File: config.mk
export PLATFORM = sky130hd
export DESIGN_NAME = alu_register_register_mc
export DESIGN_NICKNAME = d
export VERILOG_FILES = /design/src/rtl/alu_register_register_mc.sv
export SDC_FILE = /design/constraint.sdc
export NUM_CORES = 1
export LEC_CHECK = 0
export ABC_AREA = 1
export CORE_MARGIN = 2
export CORE_UTILIZATION = 35
export CTS_CLUSTER_DIAMETER = 150
export DETAILED_ROUTE_END_ITERATION = 7
export PLACE_DENSITY = 0.53
export SETUP_SLACK_MARGIN = 0.15
export SLEW_MARGIN = 30
export SYNTH_ARGS = -nofsm -noshare
export SYNTH_HDL_FRONTEND = slang
export SYNTH_SLANG_ARGS = --single-unit
File: constraint.sdc
create_clock -name clock -period 3.9 [get_ports clock]
set_input_delay 0.78 -clock clock [delete_from_list [all_inputs] [get_ports clock]]
set_output_delay 0.78 -clock clock [all_outputs]
set_load 0.02 [all_outputs]
File: src/rtl/alu_register_register_mc.sv
// RISC-V R-type ALU: single-cycle base ops plus multi-cycle M-extension ops.
// Uses an iterative shift-add multiplier and a restoring divider, with valid/ready handshakes on both sides.
module alu_register_register_mc #(
    parameter int XLEN     = 32,
    parameter bit ENABLE_M = 1'b1
) (
    input  logic            clock,
    input  logic            reset,
    input  logic            in_valid,
    output logic            in_ready,
    input  logic [2:0]      funct3,
    input  logic [6:0]      funct7,
    input  logic [XLEN-1:0] rs1_value,
    input  logic [XLEN-1:0] rs2_value,
    output logic            out_valid,
    input  logic            out_ready,
    output logic [XLEN-1:0] rd_value,
    output logic            illegal,
    output logic            busy
);
    localparam int SW = $clog2(XLEN);
    localparam int CW = $clog2(XLEN);

    typedef enum logic [1:0] {IDLE, MUL_BUSY, DIV_BUSY, DONE} state_t;

    state_t            state_q, state_d, target;
    logic [CW-1:0]     cnt_q, cnt_d;
    logic [2:0]        op_q, op_d;
    logic [XLEN-1:0]   a_q, a_d;
    logic [XLEN-1:0]   mcand_q, mcand_d;
    logic [XLEN-1:0]   rd_q, rd_d;
    logic [2*XLEN-1:0] prod_q, prod_d;
    logic              negq_q, negq_d;
    logic              negr_q, negr_d;
    logic              bzero_q, bzero_d;
    logic              illegal_q, illegal_d;

    logic              accept, legal, is_mul, is_div;
    logic              a_neg, b_neg;
    logic [XLEN-1:0]   a_mag, b_mag, base_res, srl_res;
    logic signed [XLEN-1:0] sra_res;
    logic [SW-1:0]     shamt;

    logic [XLEN:0]     mul_sum;
    logic [2*XLEN-1:0] mul_next, mul_fix, div_next;
    logic [XLEN+1:0]   div_trial;
    logic [XLEN:0]     div_shift;
    logic [XLEN-1:0]   div_q, div_r;

    always_comb begin
        legal  = 1'b0;
        is_mul = 1'b0;
        is_div = 1'b0;
        case (funct7)
            7'h00: legal = 1'b1;
            7'h20: legal = (funct3 == 3'd0) || (funct3 == 3'd5);
            7'h01: begin
                legal  = ENABLE_M;
                is_mul = ENABLE_M && !funct3[2];
                is_div = ENABLE_M && funct3[2];
            end
            default: legal = 1'b0;
        endcase
    end

    // M ops run on operand magnitudes; the sign is restored after the last iteration.
    always_comb begin
        a_neg = 1'b0;
        b_neg = 1'b0;
        if (is_mul) begin
            a_neg = rs1_value[XLEN-1] && (funct3[1:0] == 2'd1 || funct3[1:0] == 2'd2);
            b_neg = rs2_value[XLEN-1] && (funct3[1:0] == 2'd1);
        end else if (is_div) begin
            a_neg = rs1_value[XLEN-1] && !funct3[0];
            b_neg = rs2_value[XLEN-1] && !funct3[0];
        end
        a_mag = a_neg ? -rs1_value : rs1_value;
        b_mag = b_neg ? -rs2_value : rs2_value;
    end

    assign shamt   = rs2_value[SW-1:0];
    assign sra_res = $signed(rs1_value) >>> shamt;
    assign srl_res = rs1_value >> shamt;

    always_comb begin
        base_res = '0;
        case (funct3)
            3'd0: base_res = funct7[5] ? rs1_value - rs2_value : rs1_value + rs2_value;
            3'd1: base_res = rs1_value << shamt;
            3'd2: base_res = XLEN'($signed(rs1_value) < $signed(rs2_value));
            3'd3: base_res = XLEN'(rs1_value < rs2_value);
            3'd4: base_res = rs1_value ^ rs2_value;
            3'd5: base_res = funct7[5] ? sra_res : srl_res;
            3'd6: base_res = rs1_value | rs2_value;
            3'd7: base_res = rs1_value & rs2_value;
            default: base_res = '0;
        endcase
    end

    // prod_q holds {acc, multiplier} while multiplying and {remainder, quotient} while dividing.
    always_comb begin
        mul_sum   = {1'b0, prod_q[2*XLEN-1:XLEN]} + (prod_q[0] ? {1'b0, mcand_q} : '0);
        mul_next  = {mul_sum, prod_q[XLEN-1:1]};
        mul_fix   = negq_q ? -mul_next : mul_next;
        div_shift = {prod_q[2*XLEN-1:XLEN], prod_q[XLEN-1]};
        div_trial = {1'b0, div_shift} - {2'b00, mcand_q};
        div_next  = div_trial[XLEN+1] ? {div_shift[XLEN-1:0], prod_q[XLEN-2:0], 1'b0}
                                      : {div_trial[XLEN-1:0], prod_q[XLEN-2:0], 1'b1};
        div_q     = negq_q ? -div_next[XLEN-1:0] : div_next[XLEN-1:0];
        div_r     = negr_q ? -div_next[2*XLEN-1:XLEN] : div_next[2*XLEN-1:XLEN];
    end

    always_comb begin
        op_d      = op_q;
        a_d       = a_q;
        mcand_d   = mcand_q;
        prod_d    = prod_q;
        negq_d    = negq_q;
        negr_d    = negr_q;
        bzero_d   = bzero_q;
        rd_d      = rd_q;
        illegal_d = illegal_q;
        cnt_d     = cnt_q;
        if (accept) begin
            op_d      = funct3;
            a_d       = rs1_value;
            bzero_d   = (rs2_value == '0);
            cnt_d     = CW'(XLEN - 1);
            illegal_d = !legal;
            rd_d      = (legal && !is_mul && !is_div) ? base_res : '0;
            if (is_mul) begin
                mcand_d = a_mag;
                prod_d  = {{XLEN{1'b0}}, b_mag};
                negq_d  = a_neg ^ b_neg;
            end else if (is_div) begin
                mcand_d = b_mag;
                prod_d  = {{XLEN{1'b0}}, a_mag};
                negq_d  = a_neg ^ b_neg;
                negr_d  = a_neg;
            end
        end else if (state_q == MUL_BUSY || state_q == DIV_BUSY) begin
            prod_d = (state_q == MUL_BUSY) ? mul_next : div_next;
            if (cnt_q != '0) begin
                cnt_d = cnt_q - 1'b1;
            end else if (state_q == MUL_BUSY) begin
                rd_d = (op_q[1:0] == 2'd0) ? mul_fix[XLEN-1:0] : mul_fix[2*XLEN-1:XLEN];
            end else if (bzero_q) begin
                rd_d = op_q[1] ? a_q : '1;
            end else begin
                rd_d = op_q[1] ? div_r : div_q;
            end
        end
    end

    always_ff @(posedge clock) begin
        if (reset) begin
            state_q   <= IDLE;
            cnt_q     <= '0;
            op_q      <= '0;
            a_q       <= '0;
            mcand_q   <= '0;
            prod_q    <= '0;
            negq_q    <= 1'b0;
            negr_q    <= 1'b0;
            bzero_q   <= 1'b0;
            rd_q      <= '0;
            illegal_q <= 1'b0;
        end else begin
            state_q   <= state_d;
            cnt_q     <= cnt_d;
            op_q      <= op_d;
            a_q       <= a_d;
            mcand_q   <= mcand_d;
            prod_q    <= prod_d;
            negq_q    <= negq_d;
            negr_q    <= negr_d;
            bzero_q   <= bzero_d;
            rd_q      <= rd_d;
            illegal_q <= illegal_d;
        end
    end

    always_comb begin
        target = is_mul ? MUL_BUSY : (is_div ? DIV_BUSY : DONE);
        state_d = state_q;
        case (state_q)
            IDLE:     if (accept) state_d = target;
            MUL_BUSY: if (cnt_q == '0) state_d = DONE;
            DIV_BUSY: if (cnt_q == '0) state_d = DONE;
            DONE:     if (out_ready) state_d = accept ? target : IDLE;
            default:  state_d = IDLE;
        endcase
    end

    always_comb begin
        in_ready  = !reset && ((state_q == IDLE) || (state_q == DONE && out_ready));
        out_valid = (state_q == DONE);
        busy      = (state_q == MUL_BUSY) || (state_q == DIV_BUSY);
        rd_value  = rd_q;
        illegal   = illegal_q;
    end

    assign accept = in_valid && in_ready;

endmodule
==> metrics, run 1 <==
run status=complete, no violations; Placed Area=35700 um2; FF/Latch Area=3520 um2; hold path start=cnt_q[0]$_SDFFE_PP0P_; design area=38800 um2; WP data arrival=4.17 ns; first-pass GRT wire length=241000 um; YS warnings=0; WP data required=4.35 ns; Total GRT Usage=40.5%; worst slack at placement=-0.377 ns; WL met2=76500 um; Max Freq=269 MHz; total CTS buffers=17; CP Capture Type=register; minimum clock period=3.72 ns; vias post-DR=37.9k; synth unique cells=69; setup ws final=0.177 ns; GP Congestion=1.09; Total Power=24.2 mW; layout cell share with drive strength beyond 1=25.4%; unrepaired setup endpoints after global routing=yes; R2R Path Start=prod_q[0]$_SDFFE_PP0P_; syn avg cell area=5.50 um2; synth cell count leaders=nand2_1 (1377), inv_1 (639), nor2_1 (453); Final Hold Fails=0; worst vdd ir=432 uV; core area=77600 um2; post-layout util=50.0%; crit path kind=reg -> reg; clock share of power=8.0%; final count of pins violating max slew=0; Slowest-stage cell, CP=dfxtp_2; max layer used=met5; clk root buf=clkbuf_16; worst hold-check path type=reg -> reg; initial DRC count=3555; final number of setup-violating endpoints=0; dominant cell type by area after synthesis=nand2_1; Setup Skew=0.0253 ns; asr flop ratio synth=0%; I/O pins=114; Synth Register Bits=173; Layout area overhead=41.0%; Setup crit start kind=register; final worst-path cycle share=95.5%; Internal=10.3 mW; Starting Density=35.4%; multi-input combinational cell area=22500 um2; Die W=284 um; crit path from=prod_q[0]$_SDFFE_PP0P_; count leader, synth=nand2_1; H-tree depth=4; drt wl/cell=24.9 um; Mapped Area=27500 um2; Max clock buf depth=2; M1 wire length=65800 um; Post-synth EDFFs=0; met3 WL=11500 um; Final Non-Filler Cells=6853; CP max stage delay=0.34 ns; vias in the first global route=36.0k; Cells after Synth=5004; initial antenna violation count=2; Psw=13.9 mW; Clk Latency, worst-skew pair=0.53 ns; final WL=170000 um; CTS Hold Bufs=0; vias per cell=5.53; switching share of power=57.4%; grt ovf=0; static leakage=19.2 nW; Mapped Nets=5262; worst rel slew slack=34.4%; cell row count=102; DIE AREA=80800 um2; largest net degree at the start of global routing=89; hold_ws=0.468 ns; top cell type's share of synthesized area=18.8%; CP Max Fanout=6; combinational share of power=81.1%; clock slew at reported path FFs=0.08 ns; Final ANT Viol Nets=0; part of the Yosys area used for sequential elements=12.6%; Seq pwr share=10.9%; Detailed Place HPWL=140000 um; nets=6057; fill count=8463; max_cap viols=0; Clock Sinks=173; setup TNS=0 ns; Chip Height=284 um; synth top area cells=nand2_1 (19%), dfxtp_1 (13%), inv_1 (8.7%), ha_1 (8.0%), a21oi_1 (7.9%); PwrDens=624 nW/um2; iteration count of the initial detailed-routing pass=6; Synth Flop Type=dfxtp_1; Least-Margin Pin Slew=0.984 ns; CTS tree=done; drt drc=0; Port-buffer cells=113; placed cell count=6772
cell families after synthesis:
| kind of cell | Yosys count | share of synthesized area, % |
|---|---|---|
| buffers and inverters | 914 | 12.8 |
| AOI/OAI and AO/OA | 1224 | 25.6 |
| muxes | 12 | 0.437 |
| and+or+nand+nor | 2381 | 36.4 |
| adders and majority gates | 180 | 8.30 |
| xor gates and xnor gates | 120 | 3.85 |
| DFF | 173 | 12.6 |
routing by layer:
layer | vias to the layer above | GRT usage (%)
met5 | - | 0
met4 | 2 | 31.6
met3 | 536 | 6.48
met2 | 1762 | 66.4
met1 | 17500 | 47.0
li1 | 18100 | -
worst max-delay path, delay by kind of cell, from the launching register on:
family	cells	cell delay [ns]
flops	1	0.34
xor+xnor	1	0.15
simple gates	14	1.25
buf+inv	10	1.23
fa+ha+maj	1	0.29
compound gates	2	0.38
area by class of cell:
type                       count  area share [%]
inverter                     662            6.43
clock buffer                  18            1.11
antenna                        1         0.00645
clock inverter                14           0.442
tap                         1040            3.36
timing repair buffer        1028            21.6
sequential                   173            9.08
multi-input combinational   3917            58.0
layout by cell type (no fill, tap or decap), drive strengths merged, types with 57 or more instances in the layout:
cell	Yosys	final
nor2	470	470
dfxtp	173	173
nor3	57	57
o21ai	434	434
nand2	1409	1409
o211ai	110	110
nand3	340	340
buf	66	918
xor2	105	105
inv	658	666
a21oi	439	439
ha	176	176
clkdlybuf4s50	0	106
repair_timing:
action / in CTS / in global routing
pin swaps: 26 / 139
gates cloned: 1 / 0
gates resized for setup: 110 / 435
buffers inserted: 11 / 36
setup endpoints to repair: 27 / 55
state kept, by name, indices dropped and copies added (netlist names), 2 cells and up:
name	count
prod_q	64
a_q	32
op_q	2
cnt_q	5
mcand_q	32
state_q	2
rd_value	32
power groups by stage:
stage          registers [mW]  logic [mW]  clock network, mW
2_1_floorplan            2.69        9.45                  0
3_3_place_gp             2.63        17.5                  0
3_5_place_dp             2.63        17.5                  0
4_1_cts                  2.60        17.9               1.97
5_1_grt                  2.67        21.1               2.03
6_report                 2.63        19.6               1.94
worst paths after layout:
path | to | slack (ns) | depth (start not counted)
worst max-delay path | rd_value[23]$_SDFFE_PP0P_ | 0.18 | 28
worst min-delay path | cnt_q[0]$_SDFFE_PP0P_ | 0.47 | 2
worst max register to register | rd_value[23]$_SDFFE_PP0P_ | 0.18 | 28
worst min register to register | cnt_q[0]$_SDFFE_PP0P_ | 0.47 | 2
(Power assumes the default switching activity.)
==> run 2, diff against run 1 <==
Settings changed: CORE_ASPECT_RATIO set to 1.25, CORE_MARGIN 2 to not set.
==> metrics, run 2 (synthesis results as in run 1) <==
hold_ws=0.470 ns (was 0.468 ns); grt ovf=0 (unchanged); final count of pins violating max slew=0 (unchanged); static leakage=19.3 nW (was 19.2 nW); Max clock buf depth=2 (unchanged); CP max stage delay=0.35 ns (was 0.34 ns); placed cell count=6819 (was 6772); DIE AREA=79700 um2 (was 80800 um2); unrepaired setup endpoints after global routing=yes (unchanged); crit path kind=reg -> reg (unchanged); Layout area overhead=41.3% (was 41.0%); initial DRC count=3199 (was 3555); Starting Density=35.4% (unchanged); Total GRT Usage=42.6% (was 40.5%); nets=6104 (was 6057); drt wl/cell=25.1 um (was 24.9 um); max_cap viols=0 (unchanged); Hold Path Stages=2 (unchanged); FF/Latch Area=3510 um2 (was 3520 um2); drt drc=0 (unchanged); Buf/Inv on CP=5 (was 10); H-tree depth=4 (unchanged); vias per cell=5.57 (was 5.53); worst vdd ir=515 uV (was 432 uV); multi-input combinational cell area=22300 um2 (was 22500 um2); run status=complete, no violations (unchanged); first-pass GRT wire length=246000 um (was 241000 um); Clk Latency, worst-skew pair=0.52 ns (was 0.53 ns); Top reg by flops=prod_q (unchanged); reg2reg setup slack=0.18 ns (about the same); core area=77600 um2 (unchanged); Chip Height=315 um (was 284 um); final number of setup-violating endpoints=0 (unchanged); Detailed Place HPWL=141000 um (was 140000 um); reg2reg end=rd_value[25]$_SDFFE_PP0P_ (was rd_value[23]$_SDFFE_PP0P_); worst rel slew slack=22.1% (was 34.4%); Final Non-Filler Cells=6905 (was 6853); final worst-path cycle share=95.3% (was 95.5%); CP Capture Type=register (unchanged); final WL=173000 um (was 170000 um); fill count=8509 (was 8463); Die W=253 um (was 284 um); cell row count=114 (was 102); Clock Sinks=173 (unchanged); total CTS buffers=17 (unchanged); WP data required=4.35 ns (about the same); post-layout util=50.1% (was 50.0%); CP Max Fanout=8 (was 6); Hold Crit Endpoint=cnt_q[0]$_SDFFE_PP0P_ (unchanged); I/O pins=114 (unchanged); Setup crit start kind=register (unchanged); vias post-DR=38.5k (was 37.9k); CTS tree=done (unchanged); Reg2Reg Depth=21 (was 28); cells along the critical path=buf_6 -> buf_12 -> nand2_1 -> inv_1 -> ha_1 -> a21o_1 -> a21boi_4 -> o21bai_2 -> nand3b_1 -> xnor2_2 -> buf_4 -> inv_1 -> nor2_2 -> nand2_1 -> nor2_4 -> nand3_1 -> nand3_1 -> nand3_1 -> a21oi_1 -> nand2_2 -> a21oi_2; Worst path most repeated cell=nand3_1; CTS Hold Bufs=0 (unchanged); minimum clock period=3.72 ns (about the same); largest net degree at the start of global routing=77 (was 89); vias in the first global route=37.4k (was 36.0k); Final Hold Fails=0 (unchanged); layout cell share with drive strength beyond 1=25.3% (was 25.4%); most frequent cells in the layout=nand2_1 (1268), buf_4 (928), inv_1 (607), nor2_1 (407), a21oi_1 (401) (was nand2_1 (1248), buf_4 (865), inv_1 (604), nor2_1 (396), a21oi_1 (396)); iteration count of the initial detailed-routing pass=6 (unchanged); max FFs per register=64 (unchanged); clk root buf=clkbuf_16 (unchanged); Final ANT Viol Nets=0 (unchanged); PwrDens=642 nW/um2 (was 624 nW/um2); clock slew at reported path FFs=0.08 ns (about the same); GP Congestion=1.08 (was 1.09); setup TNS=0 ns (unchanged); Least-Margin Pin Slew=1.16 ns (was 0.984 ns); Max Freq=269 MHz (about the same); hold path start=cnt_q[0]$_SDFFE_PP0P_ (unchanged); Largest delay share family, worst path=simple AND/OR/NAND/NOR gates (unchanged); Port-buffer cells=113 (unchanged); most common cell after layout, fill and taps aside=nand2_1 (unchanged); R2R Path Start=prod_q[0]$_SDFFE_PP0P_ (unchanged); Slowest-stage cell, CP=nand3b_1 (was dfxtp_2); worst hold-check path type=reg -> reg (unchanged); initial antenna violation count=4 (was 2); Setup Skew=0.0231 ns (was 0.0253 ns); WP data arrival=4.16 ns (was 4.17 ns)
## run 2: how the worst max path moves through the flow
| stage | start | endpoint | slack [ns] | cells past startpoint |
|---|---|---|---|---|
| after floorplan | rs2_value[0] | prod_q[28]$_SDFFE_PP0P_ | 0.18 | 18 |
| after global placement | rs1_value[1] | rd_value[25]$_SDFFE_PP0P_ | -0.91 | 20 |
| after detailed placement | rs1_value[1] | rd_value[25]$_SDFFE_PP0P_ | -0.58 | 20 |
| after CTS | prod_q[33]$_SDFFE_PP0P_ | rd_value[2]$_SDFFE_PP0P_ | 0.11 | 25 |
| after global routing | prod_q[0]$_SDFFE_PP0P_ | rd_value[15]$_SDFFE_PP0P_ | 0.06 | 24 |
| final | prod_q[0]$_SDFFE_PP0P_ | rd_value[25]$_SDFFE_PP0P_ | 0.18 | 21 |
## run 2: area by class of cell
cell class,count,share of cell area [%]
Inverter,662,6.46
Clock inverter,14,0.383
Tap cell,1044,3.36
Clock buffer,18,1.10
Multi-Input combinational cell,3917,57.4
Sequential cell,173,9.03
Antenna cell,2,0.0129
Timing Repair Buffer,1075,22.3
## run 2: worst register-to-register path: cells and delay by family, from the launching register on
family	cells	cell delay (ns)
XOR/XNOR	1	0.32
AND/OR/NAND/NOR	9	1.22
AO/OA/AOI/OAI	5	0.91
flip-flops	1	0.33
buffers and inverters	5	0.58
adder cells (fa/ha/maj)	1	0.31
## run 2: power by group
part	switching, mW	internal, mW
Clock	0.958	0.907
Combinational	12.9	7.55
Sequential	0.416	2.21
Total	14.3	10.7
## run 2: routing by layer
layer | vias to the layer above | track usage, % | part of all wire, %
met3 | 648 | 6.67 | 6.4
met4 | 6 | 43.7 | 12
li1 | 18200 | - | -
met1 | 17800 | 44.3 | 35
met2 | 1778 | 71.9 | 46
met5 | - | 0 | 0.023
## run 2: repair_timing
item / CTS / global route
gates resized for setup: 100 / 373
cloned: 0 / 2
setup endpoints to repair: 28 / 44
buffers inserted: 11 / 39
pin swaps: 29 / 112
## run 2: metrics by stage
stage,total power [mW],cell area [um2],setup WS [ns]
floorplan,12.1,27500,0.182
global placement,20.7,35900,-0.910
detailed placement,20.7,35900,-0.582
CTS,23.0,37000,0.113
global route,26.3,38900,0.0649
finish,24.9,38900,0.181
